[config.mk]
export PLATFORM = sky130hd
export DESIGN_NAME = cdb_arbiter_flat
export DESIGN_NICKNAME = d
export VERILOG_FILES = /design/src/rtl/cdb_if.sv /design/src/rtl/cdb_arbiter.sv /design/src/flat_wrapper.sv
export SDC_FILE = /design/constraint.sdc
export NUM_CORES = 1
export LEC_CHECK = 0
export BUFFER_PORTS_ARGS = -buffer_cell sky130_fd_sc_hd__buf_2
export CAP_MARGIN = 20
export CORE_MARGIN = 3
export CORE_UTILIZATION = 40
export CTS_CLUSTER_DIAMETER = 50
export CTS_CLUSTER_SIZE = 30
export DETAILED_ROUTE_END_ITERATION = 8
export MAX_ROUTING_LAYER = met4
export PLACE_DENSITY_LB_ADDON = 0.05
export RECOVER_POWER = 100
export SLEW_MARGIN = 5
export SYNTH_ARGS = -nofsm -noshare
export SYNTH_HDL_FRONTEND = slang
export SYNTH_SLANG_ARGS = --single-unit
[constraint.sdc]
create_clock -name clk_in -period 6.6 [get_ports clk_in]
set_clock_uncertainty 0.05 [all_clocks]
set_input_delay 0 -clock clk_in [delete_from_list [all_inputs] [get_ports clk_in]]
set_output_delay 0 -clock clk_in [all_outputs]
set_load 0.05 [all_outputs]
[src/rtl/cdb_if.sv]
// Common data bus interface: three source push channels plus the registered CDB broadcast.
// "slave" is the arbiter side; "master" is the sources/consumer side.
interface cdb_if #(
  parameter int ROB_W  = 5,
  parameter int DATA_W = 32
);
  logic              alu_valid;
  logic              alu_ready;
  logic [ROB_W-1:0]  alu_rob_id;
  logic [DATA_W-1:0] alu_val;

  logic              br_valid;
  logic              br_ready;
  logic [ROB_W-1:0]  br_rob_id;
  logic [DATA_W-1:0] br_val;

  logic              ld_valid;
  logic              ld_ready;
  logic [ROB_W-1:0]  ld_rob_id;
  logic [DATA_W-1:0] ld_val;

  logic              cdb_valid;
  logic [ROB_W-1:0]  cdb_rob_id;
  logic [DATA_W-1:0] cdb_val;
  logic [1:0]        cdb_src;

  modport master (
    output alu_valid, alu_rob_id, alu_val,
    output br_valid,  br_rob_id,  br_val,
    output ld_valid,  ld_rob_id,  ld_val,
    input  alu_ready, br_ready, ld_ready,
    input  cdb_valid, cdb_rob_id, cdb_val, cdb_src
  );

  modport slave (
    input  alu_valid, alu_rob_id, alu_val,
    input  br_valid,  br_rob_id,  br_val,
    input  ld_valid,  ld_rob_id,  ld_val,
    output alu_ready, br_ready, ld_ready,
    output cdb_valid, cdb_rob_id, cdb_val, cdb_src
  );
endinterface

[src/rtl/cdb_arbiter.sv]
// Round-robin arbiter sharing the ROB result port between ALU, branch and load FIFOs.
// Optional grant/stall statistics counters are enabled with `define CDB_STATS_EN.
module cdb_arbiter #(
  parameter int ROB_W  = 5,
  parameter int DATA_W = 32,
  parameter int DEPTH  = 2
) (
  input  logic   clk_in,
  input  logic   rst_in,
  input  logic   rdy_in,
  input  logic   clear_in,
  cdb_if.slave   bus
`ifdef CDB_STATS_EN
  ,
  output logic [31:0] stat_alu_grants,
  output logic [31:0] stat_br_grants,
  output logic [31:0] stat_ld_grants,
  output logic [31:0] stat_stall_cycles
`endif
);
  localparam int NSRC  = 3;
  localparam int CNT_W = $clog2(DEPTH + 1);
  localparam int PTR_W = $clog2(DEPTH);
  localparam int ENT_W = ROB_W + DATA_W;

  logic              active;
  logic              flush;
  logic [NSRC-1:0]   src_valid;
  logic [NSRC-1:0]   src_ready;
  logic [NSRC-1:0]   push;
  logic [NSRC-1:0]   pop;
  logic [NSRC-1:0]   non_empty;
  logic [ENT_W-1:0]  src_data  [NSRC];
  logic [ENT_W-1:0]  head_data [NSRC];

  logic              grant_valid;
  logic [1:0]        grant_idx;
  logic [1:0]        rr_ptr_reg;

  assign active = rdy_in && !clear_in;
  assign flush  = rdy_in && clear_in;

  assign src_valid   = {bus.ld_valid, bus.br_valid, bus.alu_valid};
  assign src_data[0] = {bus.alu_rob_id, bus.alu_val};
  assign src_data[1] = {bus.br_rob_id,  bus.br_val};
  assign src_data[2] = {bus.ld_rob_id,  bus.ld_val};
  assign bus.alu_ready = src_ready[0];
  assign bus.br_ready  = src_ready[1];
  assign bus.ld_ready  = src_ready[2];

  genvar gi;
  generate
    for (gi = 0; gi < NSRC; gi++) begin : g_fifo
      logic [ENT_W-1:0] mem [DEPTH];
      logic [PTR_W-1:0] wr_ptr_reg;
      logic [PTR_W-1:0] rd_ptr_reg;
      logic [CNT_W-1:0] count_reg;

      assign non_empty[gi] = (count_reg != '0);
      // Full FIFO refuses even when popping this cycle: no pass-through path.
      assign src_ready[gi] = !rst_in && active && (count_reg != CNT_W'(DEPTH));
      assign push[gi]      = src_valid[gi] && src_ready[gi];
      assign pop[gi]       = active && grant_valid && (grant_idx == 2'(gi));
      assign head_data[gi] = mem[rd_ptr_reg];

      always_ff @(posedge clk_in or posedge rst_in) begin
        if (rst_in) begin
          wr_ptr_reg <= '0;
          rd_ptr_reg <= '0;
          count_reg  <= '0;
        end else if (flush) begin
          wr_ptr_reg <= '0;
          rd_ptr_reg <= '0;
          count_reg  <= '0;
        end else begin
          if (push[gi]) wr_ptr_reg <= wr_ptr_reg + PTR_W'(1);
          if (pop[gi])  rd_ptr_reg <= rd_ptr_reg + PTR_W'(1);
          count_reg <= count_reg + CNT_W'(push[gi]) - CNT_W'(pop[gi]);
        end
      end

      always_ff @(posedge clk_in) begin
        if (push[gi]) mem[wr_ptr_reg] <= src_data[gi];
      end
    end
  endgenerate

  // Search order starts at rr_ptr and wraps ALU -> BR -> LD -> ALU.
  always_comb begin
    grant_valid = 1'b0;
    grant_idx   = 2'd0;
    for (int k = 0; k < NSRC; k++) begin
      int c;
      c = (int'(rr_ptr_reg) + k) % NSRC;
      if (!grant_valid && non_empty[c]) begin
        grant_valid = 1'b1;
        grant_idx   = 2'(c);
      end
    end
  end

  always_ff @(posedge clk_in or posedge rst_in) begin
    if (rst_in) begin
      bus.cdb_valid  <= 1'b0;
      bus.cdb_rob_id <= '0;
      bus.cdb_val    <= '0;
      bus.cdb_src    <= 2'd0;
      rr_ptr_reg     <= 2'd0;
    end else if (flush) begin
      bus.cdb_valid <= 1'b0;
      rr_ptr_reg    <= 2'd0;
    end else if (active) begin
      if (grant_valid) begin
        bus.cdb_valid                   <= 1'b1;
        {bus.cdb_rob_id, bus.cdb_val}   <= head_data[grant_idx];
        bus.cdb_src                     <= grant_idx;
        rr_ptr_reg                      <= (grant_idx == 2'd2) ? 2'd0 : grant_idx + 2'd1;
      end else begin
        bus.cdb_valid <= 1'b0;
      end
    end
  end

`ifdef CDB_STATS_EN
  logic [31:0] grant_cnt_reg [NSRC];
  logic [31:0] stall_cnt_reg;

  generate
    for (gi = 0; gi < NSRC; gi++) begin : g_stat
      always_ff @(posedge clk_in or posedge rst_in) begin
        if (rst_in)       grant_cnt_reg[gi] <= '0;
        else if (pop[gi]) grant_cnt_reg[gi] <= grant_cnt_reg[gi] + 32'd1;
      end
    end
  endgenerate

  always_ff @(posedge clk_in or posedge rst_in) begin
    if (rst_in)
      stall_cnt_reg <= '0;
    else if (rdy_in && |(src_valid & ~src_ready))
      stall_cnt_reg <= stall_cnt_reg + 32'd1;
  end

  assign stat_alu_grants   = grant_cnt_reg[0];
  assign stat_br_grants    = grant_cnt_reg[1];
  assign stat_ld_grants    = grant_cnt_reg[2];
  assign stat_stall_cycles = stall_cnt_reg;
`endif
endmodule

[src/flat_wrapper.sv]
// flat-port wrapper written by rule: the top's interface ports become plain ports
module cdb_arbiter_flat 
#(
  parameter int ROB_W  = 5,
  parameter int DATA_W = 32,
  parameter int DEPTH  = 2
)
  (clk_in, rst_in, rdy_in, clear_in, bus_alu_valid, bus_alu_rob_id, bus_alu_val, bus_br_valid, bus_br_rob_id, bus_br_val, bus_ld_valid, bus_ld_rob_id, bus_ld_val, bus_alu_ready, bus_br_ready, bus_ld_ready, bus_cdb_valid, bus_cdb_rob_id, bus_cdb_val, bus_cdb_src);
  cdb_if #(.ROB_W(ROB_W), .DATA_W(DATA_W)) bus_i ();
  input  logic clk_in;
  input  logic rst_in;
  input  logic rdy_in;
  input  logic clear_in;
  input wire logic [$bits(bus_i.alu_valid)-1:0] bus_alu_valid;
  input wire logic [$bits(bus_i.alu_rob_id)-1:0] bus_alu_rob_id;
  input wire logic [$bits(bus_i.alu_val)-1:0] bus_alu_val;
  input wire logic [$bits(bus_i.br_valid)-1:0] bus_br_valid;
  input wire logic [$bits(bus_i.br_rob_id)-1:0] bus_br_rob_id;
  input wire logic [$bits(bus_i.br_val)-1:0] bus_br_val;
  input wire logic [$bits(bus_i.ld_valid)-1:0] bus_ld_valid;
  input wire logic [$bits(bus_i.ld_rob_id)-1:0] bus_ld_rob_id;
  input wire logic [$bits(bus_i.ld_val)-1:0] bus_ld_val;
  output wire logic [$bits(bus_i.alu_ready)-1:0] bus_alu_ready;
  output wire logic [$bits(bus_i.br_ready)-1:0] bus_br_ready;
  output wire logic [$bits(bus_i.ld_ready)-1:0] bus_ld_ready;
  output wire logic [$bits(bus_i.cdb_valid)-1:0] bus_cdb_valid;
  output wire logic [$bits(bus_i.cdb_rob_id)-1:0] bus_cdb_rob_id;
  output wire logic [$bits(bus_i.cdb_val)-1:0] bus_cdb_val;
  output wire logic [$bits(bus_i.cdb_src)-1:0] bus_cdb_src;
  assign bus_i.alu_valid = bus_alu_valid;
  assign bus_i.alu_rob_id = bus_alu_rob_id;
  assign bus_i.alu_val = bus_alu_val;
  assign bus_i.br_valid = bus_br_valid;
  assign bus_i.br_rob_id = bus_br_rob_id;
  assign bus_i.br_val = bus_br_val;
  assign bus_i.ld_valid = bus_ld_valid;
  assign bus_i.ld_rob_id = bus_ld_rob_id;
  assign bus_i.ld_val = bus_ld_val;
  assign bus_alu_ready = bus_i.alu_ready;
  assign bus_br_ready = bus_i.br_ready;
  assign bus_ld_ready = bus_i.ld_ready;
  assign bus_cdb_valid = bus_i.cdb_valid;
  assign bus_cdb_rob_id = bus_i.cdb_rob_id;
  assign bus_cdb_val = bus_i.cdb_val;
  assign bus_cdb_src = bus_i.cdb_src;
  cdb_arbiter #(.ROB_W(ROB_W), .DATA_W(DATA_W), .DEPTH(DEPTH)) u_core (.clk_in(clk_in), .rst_in(rst_in), .rdy_in(rdy_in), .clear_in(clear_in), .bus(bus_i));
endmodule
-- After elaboration in Yosys (flattened, before gate mapping)
Memory sizes are Yosys's and may differ from the RTL's.
Cells that the tools add are included.
- register bits: 54
- bits in writable memories: 222
- bits of input ports: 118
- output and inout bits: 43
- logic and storage cells: 125
- memories kept: 3
- add/subtract/negate cells: 15
- divide/modulo/power cells: 3
- magnitude comparators: 4
- equality and inequality tests: 5
- mux-type cells: 46
- bitwise gates (word level): 2
- reduce and logical (&&, ||, !) cells: 33
- memory list (name ; words ; bits a word ; rd ports ; clocked after memory_dff ; write ports ; RTL line ; text):
    u_core.g_fifo[0].mem ; 2 ; 37 ; 1 ; 0 ; 1 ; cdb_arbiter.sv:54 ; logic [ENT_W-1:0] mem [DEPTH];
    u_core.g_fifo[1].mem ; 2 ; 37 ; 1 ; 0 ; 1 ; cdb_arbiter.sv:54 ;
    u_core.g_fifo[2].mem ; 2 ; 37 ; 1 ; 0 ; 1 ; cdb_arbiter.sv:54 ;
- operators by type and width (operator ; count):
    $lt A32 B4 Y1 const B ; 3
    $bmux W37 S2 ; 1
    $mux W37 ; 2
    $mod A32 B3 Y32 const B ; 2
    $mod A3 B3 Y32 const B ; 1
    $mux W1 ; 30
    $reduce_bool A2 Y1 ; 11
    $mux W2 ; 10
    $logic_and A1 B1 Y1 ; 15
    $add A1 B1 Y1 const B ; 6
    $add A2 B1 Y2 ; 3
    $bmux W1 S2 ; 3
    $ne A2 B2 Y1 const B ; 3
    $sub A2 B1 Y2 ; 3
    $logic_not A1 Y1 ; 4
    $add A2 B1 Y3 const B ; 1
    $add A2 B2 Y3 const B ; 1
    $ge A3 B3 Y1 const B ; 1
    $not A2 Y3 ; 1
    $reduce_and A3 Y1 ; 1
    $add A2 B1 Y2 const B ; 1
    $eq A2 B1 Y1 const B ; 1
    $eq A2 B2 Y1 const B ; 1
    $logic_not A2 Y1 ; 1
    other kinds (2) ; 2

-- Logic depth before layout (Yosys ltp)
Gate-level depths: netlist (run 1).
- word-level depth: 16
- gate-level depth with buffers: 16
- depth with buffers taken out: 13

-- Worst setup path before layout (run 1)
OpenSTA, ideal clock, no wires.
- path kind: input port to flip-flop
- from: input rst_in
- to: memory u_core.g_fifo[0].mem[0][0] in the netlist's numbering, enable pin
- library setup time: 0.431 ns
- arrival time: 4.111 ns
- required time: 6.119 ns
- slack: 2.007 ns
- cell stages on the path: 5
- path buffers: 0
- cell sequence: inv_1 nand2b_1 a21oi_1 nand2_1 nor2_1
- word-level cells in the longest chain between the ends: 6
- ends and longest elaborated chain (what ; RTL line ; text):
    start: declaration ; flat_wrapper.sv:11 ; input logic rst_in;
    $logic_not A1 Y1 ; cdb_arbiter.sv:61 ; assign src_ready[gi] = !rst_in && active && (count_reg != CNT_W'(DEPTH));
    $logic_and A1 B1 Y1 (2 in a row) ; cdb_arbiter.sv:61 ;
    named net bus_alu_ready ; flat_wrapper.sv:23 ; output wire logic [$bits(bus_i.alu_ready)-1:0] bus_alu_ready;
    $logic_and A1 B1 Y1 ; cdb_arbiter.sv:62 ; assign push[gi] = src_valid[gi] && src_ready[gi];
    $mux W1 ; cdb_arbiter.sv:83 ; if (push[gi]) mem[wr_ptr_reg] <= src_data[gi];
    $mux W1 (implied by the code) ; cdb_arbiter.sv:83 ;
    end: declaration ; cdb_arbiter.sv:54 ;
The timed path passes the listed nets, and every way through them passes these cells.

-- Final worst setup path (run 1)
- from: input rst_in
- to: memory u_core.g_fifo[2].mem[0][13] in the netlist's numbering, enable pin
- word-level cells in the longest chain between the ends: 6
- ends and longest elaborated chain (what ; RTL line):
    $logic_not A1 Y1 ; cdb_arbiter.sv:61
    $logic_and A1 B1 Y1 (2 in a row) ; cdb_arbiter.sv:61
    $logic_and A1 B1 Y1 ; cdb_arbiter.sv:62
    $mux W1 ; cdb_arbiter.sv:83
    $mux W1 (implied by the code) ; cdb_arbiter.sv:83
    end: declaration ; cdb_arbiter.sv:54
Every way passes these cells.

==> results of run 1 <==
==> layer usage <==
layer / track usage (%) / wire [um] / share of wire, %
met1: 22.6 / 11400 / 44
met2: 30.5 / 12800 / 50
met3: 3.68 / 1210 / 4.7
met4: 4.55 / 402 / 1.6
met5: - / 0 / 0
==> final cells by class <==
class / count / area [um2]
well taps: 341 / 427
flip-flops and latches: 276 / 8020
inverters: 14 / 52.6
fillers: 2330 / 12800
multi-input cells: 313 / 2720
clock buffers: 38 / 930
clock inverters: 24 / 226
diodes: 2 / 5.00
repair buffers: 286 / 1860
==> cells by family (layout without fill, tap and decap cells) <==
kind of cell	after synthesis	count (layout)	share of synthesized area [%]
flops	276	276	72.7
mux	149	149	14.4
compound gates	81	81	6.04
simple gates	64	64	2.67
buf+inv	49	362	2.30
xor+xnor	10	10	0.795
fa+ha+maj	9	9	1.02
other cells	0	2	0
==> stage by stage <==
stage | power, mW | utilization, % | instances | setup WS [ps] | hold WS [ps]
after floorplan | 3.73 | - | 638 | 2010 | 41.8
final | 5.98 | 52.7 | 1294 | 2090 | -78.8
after CTS | 6.13 | 53.8 | 1292 | 3070 | 3.23
after global routing | 6.27 | 52.7 | 1294 | 1600 | -47.4
after detailed placement | 4.20 | 45.3 | 1116 | 3080 | 141
after global placement | 4.13 | 45.1 | 1115 | 3260 | 137
==> report_power, final <==
part           total (mW)  internal [mW]  leakage (nW)  switching (mW)
Combinational        1.88          0.701          1.77            1.18
Sequential           2.24           2.07          2.66           0.168
Clock                1.86           1.14         0.545           0.716
==> final timing paths <==
path                                                         start                                      end  slack [ps]  cells after the start
worst max-delay path                                        rst_in    u_core.g_fifo[2].mem[0][13]$_DFFE_PP_        2090                      9
worst min-delay path                                  bus_br_valid  u_core.g_fifo[1].wr_ptr_reg$_DFFE_PP0P_         -80                      4
worst max register to register    u_core.rr_ptr_reg[0]$_DFFE_PP0P_       u_core.bus.cdb_val[31]$_DFFE_PP0P_        2370                      8
worst min register to register  u_core.bus.cdb_val[10]$_DFFE_PP0P_       u_core.bus.cdb_val[10]$_DFFE_PP0P_         460                      1
max in group asynchronous                                   rst_in  u_core.g_fifo[0].rd_ptr_reg$_DFFE_PP0P_        5650                      4
min in group asynchronous                                   rst_in         u_core.bus.cdb_valid$_DFFE_PP0P_         270                      4
==> placed cells by master, fill, tap and decap left out, drive strengths merged, types with 3 or more instances in the layout <==
cell	instances
a211o	3
a211oi	4
a21o	3
a21oi	24
a221o	21
buf	32
bufinv	3
clkbuf	178
clkinv	9
clkinvlp	9
dfrtp	54
dlygate4sd3	114
edfxtp	222
ha	9
inv	17
mux2	32
mux2i	117
nand2	4
nand2b	4
nor2	43
nor2b	3
nor3	4
o21ai	5
o22ai	16
xnor2	7
xor2	3
==> what timing repair did <==
item	in CTS	in global routing
hold buffers	114	0
endpoints found under the hold margin	279	0
gates resized for setup	0	0
==> critical path: stages <==
cell and delay, ps:
dlygate4sd3_1 540, buf_2 120, inv_1 40, buf_4 640
nand2b_1 230, a21oi_1 220, nand2_1 170, nor2_1 1430
clkbuf_1 1140
==> out/qor.yml, run 1 <==
status: "complete, but fails checks"
violations: "hold timing, capacitance limit, slew limit"
vias_per_cell: 4.98
synth_cells: 638
async_reset_ff_share_pct: 19.6
cts_setup_buffers: 0
slew_headroom_pct: -67.4
io_buffer_count: 160
io_pins: 161
critPathMaxFanout: 55
worstPathArrival_ps: 4560
syn-cell-area_um2: 11000
worst_skew_pair.late_latency_ps: 500
fmax_ghz: 0.222
synthFlopType: "edfxtp_1"
whs_ps: -78.8
root_buffer: "clkbuf_16"
yosysSeqAreaShare_pct: 72.7
drv_slew: 281
die_area_um2: 29600
largest_reg_flops: 222
grt_max_degree: 56
clk_path_buf_depth: 3
tns_ps: 0
drtIter0Drc: 295
cts_buffers: 35
drc: 0
clkTransAtPathRegs_ps: 50
antenna_found_initial: 2
yosysUniqueCellTypes: 41
first_pass_iters: 6
power.density_nw_per_um2: 420
crit_type: "input port to flip-flop"
rows: 60
dp_hpwl_mm: 15.7
start_kind: "input port"
nets: 1053
synth-edff-count: 222
final-setup-viol-count: 0
num_vias: 6444
ys_ff_latch: 276
period_minus_slack_ps: 4510
grt_util_all_layers_pct: 18.1
hold_viol: 3
die_height_um: 172
min_path_type: "input port to flip-flop"
ir_drop_v: 0.000214
grt_pass1_wl_mm: 39.5
synth_largest_area_cell: "edfxtp_1"
initial_core_util_pct: 40.8
synth_area_leaders: "edfxtp_1 60%, dfrtp_1 12%, mux2i_1 11%"
post-route-period-util_pct: 68.3
drt_wl_total_mm: 25.8
endpoint_kind: "flip-flop"
rsz0062_at_grt: "false"
power.leakage_nw: 4.98
grt_pass1_vias: 7041
die_w_um: 172
required_ps: 6650
htreeDepth: 2
yosysMostFrequentCell: "edfxtp_1"
layout-drive-gt1-share_pct: 14.9
syn_avg_cell_area_um2: 17.3
ant_nets: 0
wl_per_cell_um: 19.9
tightest_slew_ps: 2510
placed_area_um2: 12200
synth_common_cells: "222 x edfxtp_1, 117 x mux2i_1, 54 x dfrtp_1"
syn-num-nets: 765
clock_sinks: 276
grt_overflow: 0
gp_congestion: 0.842
cts_tree: "done"
yosysWarnings: 0
area_delta_synth_final_pct: 29.2
fin_area_um2: 14200
core-area_um2: 27000
maxCapViolations: 10
synth_top_area_share_pct: 60.5
(Power assumes the default switching activity.)
==> run 2: changes to the inputs <==
--- a/config.mk
+++ b/config.mk
@@ -5,6 +5,7 @@
 export SDC_FILE = /design/constraint.sdc
 export NUM_CORES = 1
 export LEC_CHECK = 0
+export ABC_AREA = 1
 export BUFFER_PORTS_ARGS = -buffer_cell sky130_fd_sc_hd__buf_2
 export CAP_MARGIN = 20
 export CORE_MARGIN = 3
==> constraint.sdc (replaced) <==
create_clock -name clk_in -period 4.3 [get_ports clk_in]
set_clock_uncertainty 0.05 [all_clocks]
set_input_delay 0 -clock clk_in [delete_from_list [all_inputs] [get_ports clk_in]]
set_output_delay 0 -clock clk_in [all_outputs]
set_load 0.05 [all_outputs]
==> run 2 against run 1 <==
The run ends with capacitance limit, slew limit left; die area increased by 2.6%; power increased by 71%; cell area increased by 1.3%; sequential share of layout area decreased by 0.73 points; register-to-register slack got worse by 1500 ps; sequential power increased by 50%; clock power increased by 42%; combinational power increased by 120%; synthesized cell count increased by 50%; via count increased by 20%; core utilization decreased by 0.060 points; critical path type unchanged; largest cell class unchanged; largest power group is now combinational logic; highest routed layer unchanged.
==> out/qor.yml, run 2 <==
synth_cells: 956
htreeDepth: 1
io_pins: 161
die_w_um: 174
yosysSeqAreaShare_pct: 70.8
async_reset_ff_share_pct: 19.6
io_buffer_count: 160
reg2reg_depth: 16
required_ps: 4430
vias_per_cell: 4.75
grt_util_all_layers_pct: 19.1
yosysUniqueCellTypes: 25
maxCapViolations: 6
core-area_um2: 27400
tns_ps: 0
fin_area_um2: 14400
largest_reg_flops: 222
root_buffer: "clkbuf_16"
power.density_nw_per_um2: 708
hold_viol: 0
layout-drive-gt1-share_pct: 9.45
r2r-start: "u_core.rr_ptr_reg[0]$_DFFE_PP0P_"
power_mw: 10.2
met3_length_mm: 1.18
critPathMaxFanout: 20
drt-met1-wl_mm: 14.3
status: "complete, but fails checks"
holdBufCountCts: 116
wl_met2_mm: 12.5
rsz0062_at_grt: "false"
fin_util_pct: 52.6
gp_congestion: 0.834
yosysWarnings: 0
initial_core_util_pct: 41.3
ant_nets: 0
crit_path_start: "rdy_in"
worst_skew_pair.late_latency_ps: 550
cts_tree: "done"
clk_path_buf_depth: 3
tightest_slew_ps: 3030
grt_pass1_wl_mm: 43.8
min_path_type: "input port to flip-flop"
rows: 60
nets: 1361
endpoint: "u_core.g_fifo[1].mem[0][12]$_DFFE_PP_"
period_minus_slack_ps: 3500
whs_ps: 26.6
die_height_um: 174
die_area_um2: 30400
fmax_ghz: 0.286
first_pass_iters: 5
grt_overflow: 0
clock_sinks: 276
synthFlopType: "edfxtp_1"
final-setup-viol-count: 0
placed_area_um2: 12500
n_antenna_cell: 0
ys_ff_latch: 276
synth_common_cells: "299 x nand2_1, 222 x edfxtp_1, 101 x nand3_1"
worstPathArrival_ps: 3630
drv_slew: 156
antenna_found_initial: 0
cts_setup_buffers: 0
area_delta_synth_final_pct: 27.4
highest_layer: "met4"
syn-num-nets: 1083
grt_max_degree: 55
drtIter0Drc: 450
endpoint_kind: "flip-flop"
slew_headroom_pct: -102
crit_type: "input port to flip-flop"
drt_wl_total_mm: 28.4
start_kind: "input port"
cts_buffers: 31
layout_commonest_cell: "nand2_1"
synth_largest_area_cell: "edfxtp_1"
violations: "capacitance limit, slew limit"
yosysMostFrequentCell: "nand2_1"
ir_drop_v: 0.000426
r2r_slack_ps: 840
r2r_end: "u_core.g_fifo[2].count_reg[1]$_DFF_PP0_"
ctsResizeCount: 0
grt_pass1_vias: 7564
power.leakage_nw: 5.70
dp_hpwl_mm: 18.7
num_vias: 7749
synth-edff-count: 222
syn_avg_cell_area_um2: 11.8
syn-cell-area_um2: 11300
wl_per_cell_um: 17.4
drc: 0
final_cell_mix: "304 x nand2_1, 222 x edfxtp_1, 134 x clkbuf_1, 116 x dlygate4sd3_1, 101 x nand3_1"
post-route-period-util_pct: 81.4
synth_area_leaders: "edfxtp_1 59%, dfrtp_1 12%, nand2_1 9.9%"
clkTransAtPathRegs_ps: 70
synth_top_area_share_pct: 58.9
run 2: cell count changes in the layout (fill, tap and decap cells not counted), sizes merged, moves of 23 or more:
| cell | delta |
|---|---|
| nand4 | +23 |
| nand2 | +304 |
| inv | +52 |
| mux2i | -85 |
| nand3 | +104 |
| mux2 | -32 |
run 2: logic make-up (layout without fill, tap and decap cells):
group,count (synthesis),in the layout,synth area share [%]
DFF,276,276,70.8
adders and majority gates,9,9,0.995
muxes,32,32,2.83
buffers and inverters,102,405,4.42
xor gates and xnor gates,6,6,0.464
and+or+nand+nor,484,484,18.3
AOI/OAI and AO/OA,47,47,2.18
run 2: area by class of cell:
class,instances,area [um2]
fill,2479,13000
sequential,276,8020
multi-input combinational,578,2790
timing repair buffer,292,1890
clock buffer,32,779
tap,372,465
clock inverter,26,275
inverter,55,206
run 2: worst min path at each step:
stage,start,to,slack (ps),cells after the start
final,clear_in,u_core.g_fifo[1].rd_ptr_reg$_DFFE_PP0P_,30,4
after global routing,clear_in,u_core.g_fifo[2].rd_ptr_reg$_DFFE_PP0P_,90,4
after CTS,clear_in,u_core.g_fifo[1].rd_ptr_reg$_DFFE_PP0P_,30,4
after detailed placement,bus_br_val[20],u_core.g_fifo[1].mem[1][20]$_DFFE_PP_,140,1
after global placement,bus_br_val[24],u_core.g_fifo[1].mem[0][24]$_DFFE_PP_,140,1
after floorplan,bus_alu_val[0],u_core.g_fifo[0].mem[0][0]$_DFFE_PP_,50,0
run 2: critical path: stages:
cell and delay (ps):
dlygate4sd3_1 520, clkbuf_1 210, inv_1 80, nor2_1 160, nand2_1 130, a21oi_1 270, nand2_1 240, nor2_1 1350
clkbuf_2 670
run 2: layer usage:
metal / vias up / global-route usage, %
met2: 186 / 28.0
met5: - / -
li1: 3840 / -
met4: 0 / 3.52
met3: 36 / 2.29
met1: 3687 / 29.1
run 2: metrics by stage:
| stage | setup slack (ps) | cells |
|---|---|---|
| after floorplan | -307 | 956 |
| after global placement | 1210 | 1457 |
| after detailed placement | 1180 | 1457 |
| after CTS | 1160 | 1631 |
| after global routing | 455 | 1631 |
| final | 799 | 1631 |
run 2: report_power, final:
part	internal [mW]	switching, mW
clock network	1.45	1.18
logic	1.06	3.15
registers	3.18	0.182
total	5.69	4.51
==> run 3: changes to the inputs <==
==> constraint.sdc (replaced) <==
create_clock -name clk_in -period 3.41 [get_ports clk_in]
set_clock_uncertainty 0.05 [all_clocks]
set_input_delay 0 -clock clk_in [delete_from_list [all_inputs] [get_ports clk_in]]
set_output_delay 0 -clock clk_in [all_outputs]
set_load 0.05 [all_outputs]
==> run 3 against run 2 <==
The flow now finishes without violations; global-route usage rose by 0.66 points; clock power rose by 20%; wire length rose by 3.4%; register-to-register slack got worse by 330 ps; first-iteration DRC count rose by 16%; sequential power rose by 27%; die area did not move; sequential cell count did not move; non-clock buffer count rose by 6; critical path depth rose by 3; hold slack improved by 93 ps; setup slack got worse by 290 ps; highest routed layer unchanged.
==> out/qor.yml, run 3 (synthesis results as in run 2) <==
antenna_found_initial: 0
initial_core_util_pct: 41.3
grt_overflow: 0
core-area_um2: 27400
vias_per_cell: 4.77
tightest_slew_ps: 1420
ir_drop_v: 0.000792
fin_area_um2: 14400
cts_buffers: 29
grt_pass1_vias: 7681
final_cell_mix: "301 x nand2_1, 222 x edfxtp_1, 134 x clkbuf_1, 117 x dlygate4sd3_1, 101 x nand3_1"
clk_path_buf_depth: 3
power.density_nw_per_um2: 894
start_kind: "flip-flop"
cts_tree: "done"
rows: 60
r2r_slack_ps: 510
min_path_type: "input port to flip-flop"
largest_reg_flops: 222
grt_util_all_layers_pct: 19.8
worstPathArrival_ps: 3330
io_pins: 161
wl_per_cell_um: 18.0
whs_ps: 119
layout_commonest_cell: "nand2_1"
num_vias: 7794
cp_common_cell: "nand2_1"
final-setup-viol-count: 0
cp_slowest_cell: "clkbuf_2"
die_area_um2: 30400
fillers: 2488
tns_ps: 0
clkTransAtPathRegs_ps: 60
drv_slew: 0
die_w_um: 174
worst_skew_pair.late_latency_ps: 550
period_minus_slack_ps: 2900
n_antenna_cell: 0
root_buffer: "clkbuf_16"
placed_area_um2: 12500
critPathMaxFanout: 22
drc: 0
grt_max_degree: 55
gp_congestion: 0.783
area_delta_synth_final_pct: 27.6
die_height_um: 174
status: "complete, no violations"
nets: 1365
grt_pass1_wl_mm: 45.1
hold_viol: 0
crit_type: "flip-flop to flip-flop"
dp_hpwl_mm: 18.6
first_pass_iters: 6
ctsResizeCount: 0
endpoint_kind: "flip-flop"
slew_headroom_pct: 5.48
fmax_ghz: 0.345
final_cells: 1633
layout-drive-gt1-share_pct: 10.2
cpPeakStageDelay_ps: 480
post-route-period-util_pct: 85.1
power.leakage_nw: 5.69
htreeDepth: 1
ant_nets: 0
drt_wl_total_mm: 29.4
worstPathCellList: "inv_1 > ha_1 > o21ai_2 > nand2_2 > nand2_1 > nor2_4 > nand2_2 > nand2_1 > nor2_2 > clkbuf_2 > nand3_1 > nand2_1"
dpl.cell_count: 1462
clock_sinks: 276
required_ps: 3830
rsz0062_at_grt: "false"
io_buffer_count: 160
drtIter0Drc: 521
fin_util_pct: 52.7
maxCapViolations: 0
[run 3: final timing paths]
check                                                  from                                 endpoint  cells past startpoint
setup / recovery           u_core.rr_ptr_reg[0]$_DFFE_PP0P_       u_core.bus.cdb_val[11]$_DFFE_PP0P_                     12
hold / removal                                bus_br_val[4]     u_core.g_fifo[1].mem[1][4]$_DFFE_PP_                      2
setup reg to reg           u_core.rr_ptr_reg[0]$_DFFE_PP0P_       u_core.bus.cdb_val[11]$_DFFE_PP0P_                     12
hold reg to reg            u_core.bus.cdb_valid$_DFFE_PP0P_         u_core.bus.cdb_valid$_DFFE_PP0P_                      2
max in group asynchronous                            rst_in       u_core.bus.cdb_val[23]$_DFFE_PP0P_                      4
min in group asynchronous                            rst_in  u_core.g_fifo[2].wr_ptr_reg$_DFFE_PP0P_                      4
[run 3: timing repair]
item,4_1_cts,5_1_grt
hold buffers,117,0
setup endpoints to repair,0,0
endpoints found under the hold margin,283,0
setup buffers,0,0
[run 3: metal layers]
metal | up-vias | GRT usage, % | routed length (um)
met5 | - | - | 0
met4 | 0 | 4.66 | 641
met3 | 46 | 2.51 | 1270
met2 | 212 | 29.5 | 13100
met1 | 3696 | 29.1 | 14400
li1 | 3840 | - | -
[run 3: area by class of cell]
class | count | area [um2] | area share (%)
sequential | 276 | 8020 | 55.5
multi-input combinational | 578 | 2840 | 19.6
timing repair buffer | 298 | 1940 | 13.4
clock buffer | 33 | 741 | 5.13
tap | 372 | 465 | 3.22
clock inverter | 21 | 231 | 1.60
inverter | 55 | 210 | 1.46
[run 3: power by group]
part	switching, mW	internal [mW]	leakage, nW
clock network	1.39	1.78	0.470
registers	0.247	4.01	2.66
logic	4.09	1.40	2.56
[run 3: metrics by stage]
step                      worst slack [ps]  total power, mW
after floorplan                       1.29             8.37
after global placement                 783             9.82
after detailed placement               719             9.86
after CTS                              706             13.2
after global routing                   235             13.7
final                                  508             12.9
[run 3: worst max-delay path, delay by kind of cell, from the launching register on]
family | cells | cell delay [ps]
and+or+nand+nor | 8 | 1270
AOI/OAI and AO/OA | 1 | 210
buffers and inverters | 2 | 550
DFF | 1 | 350
adders and majority gates | 1 | 400
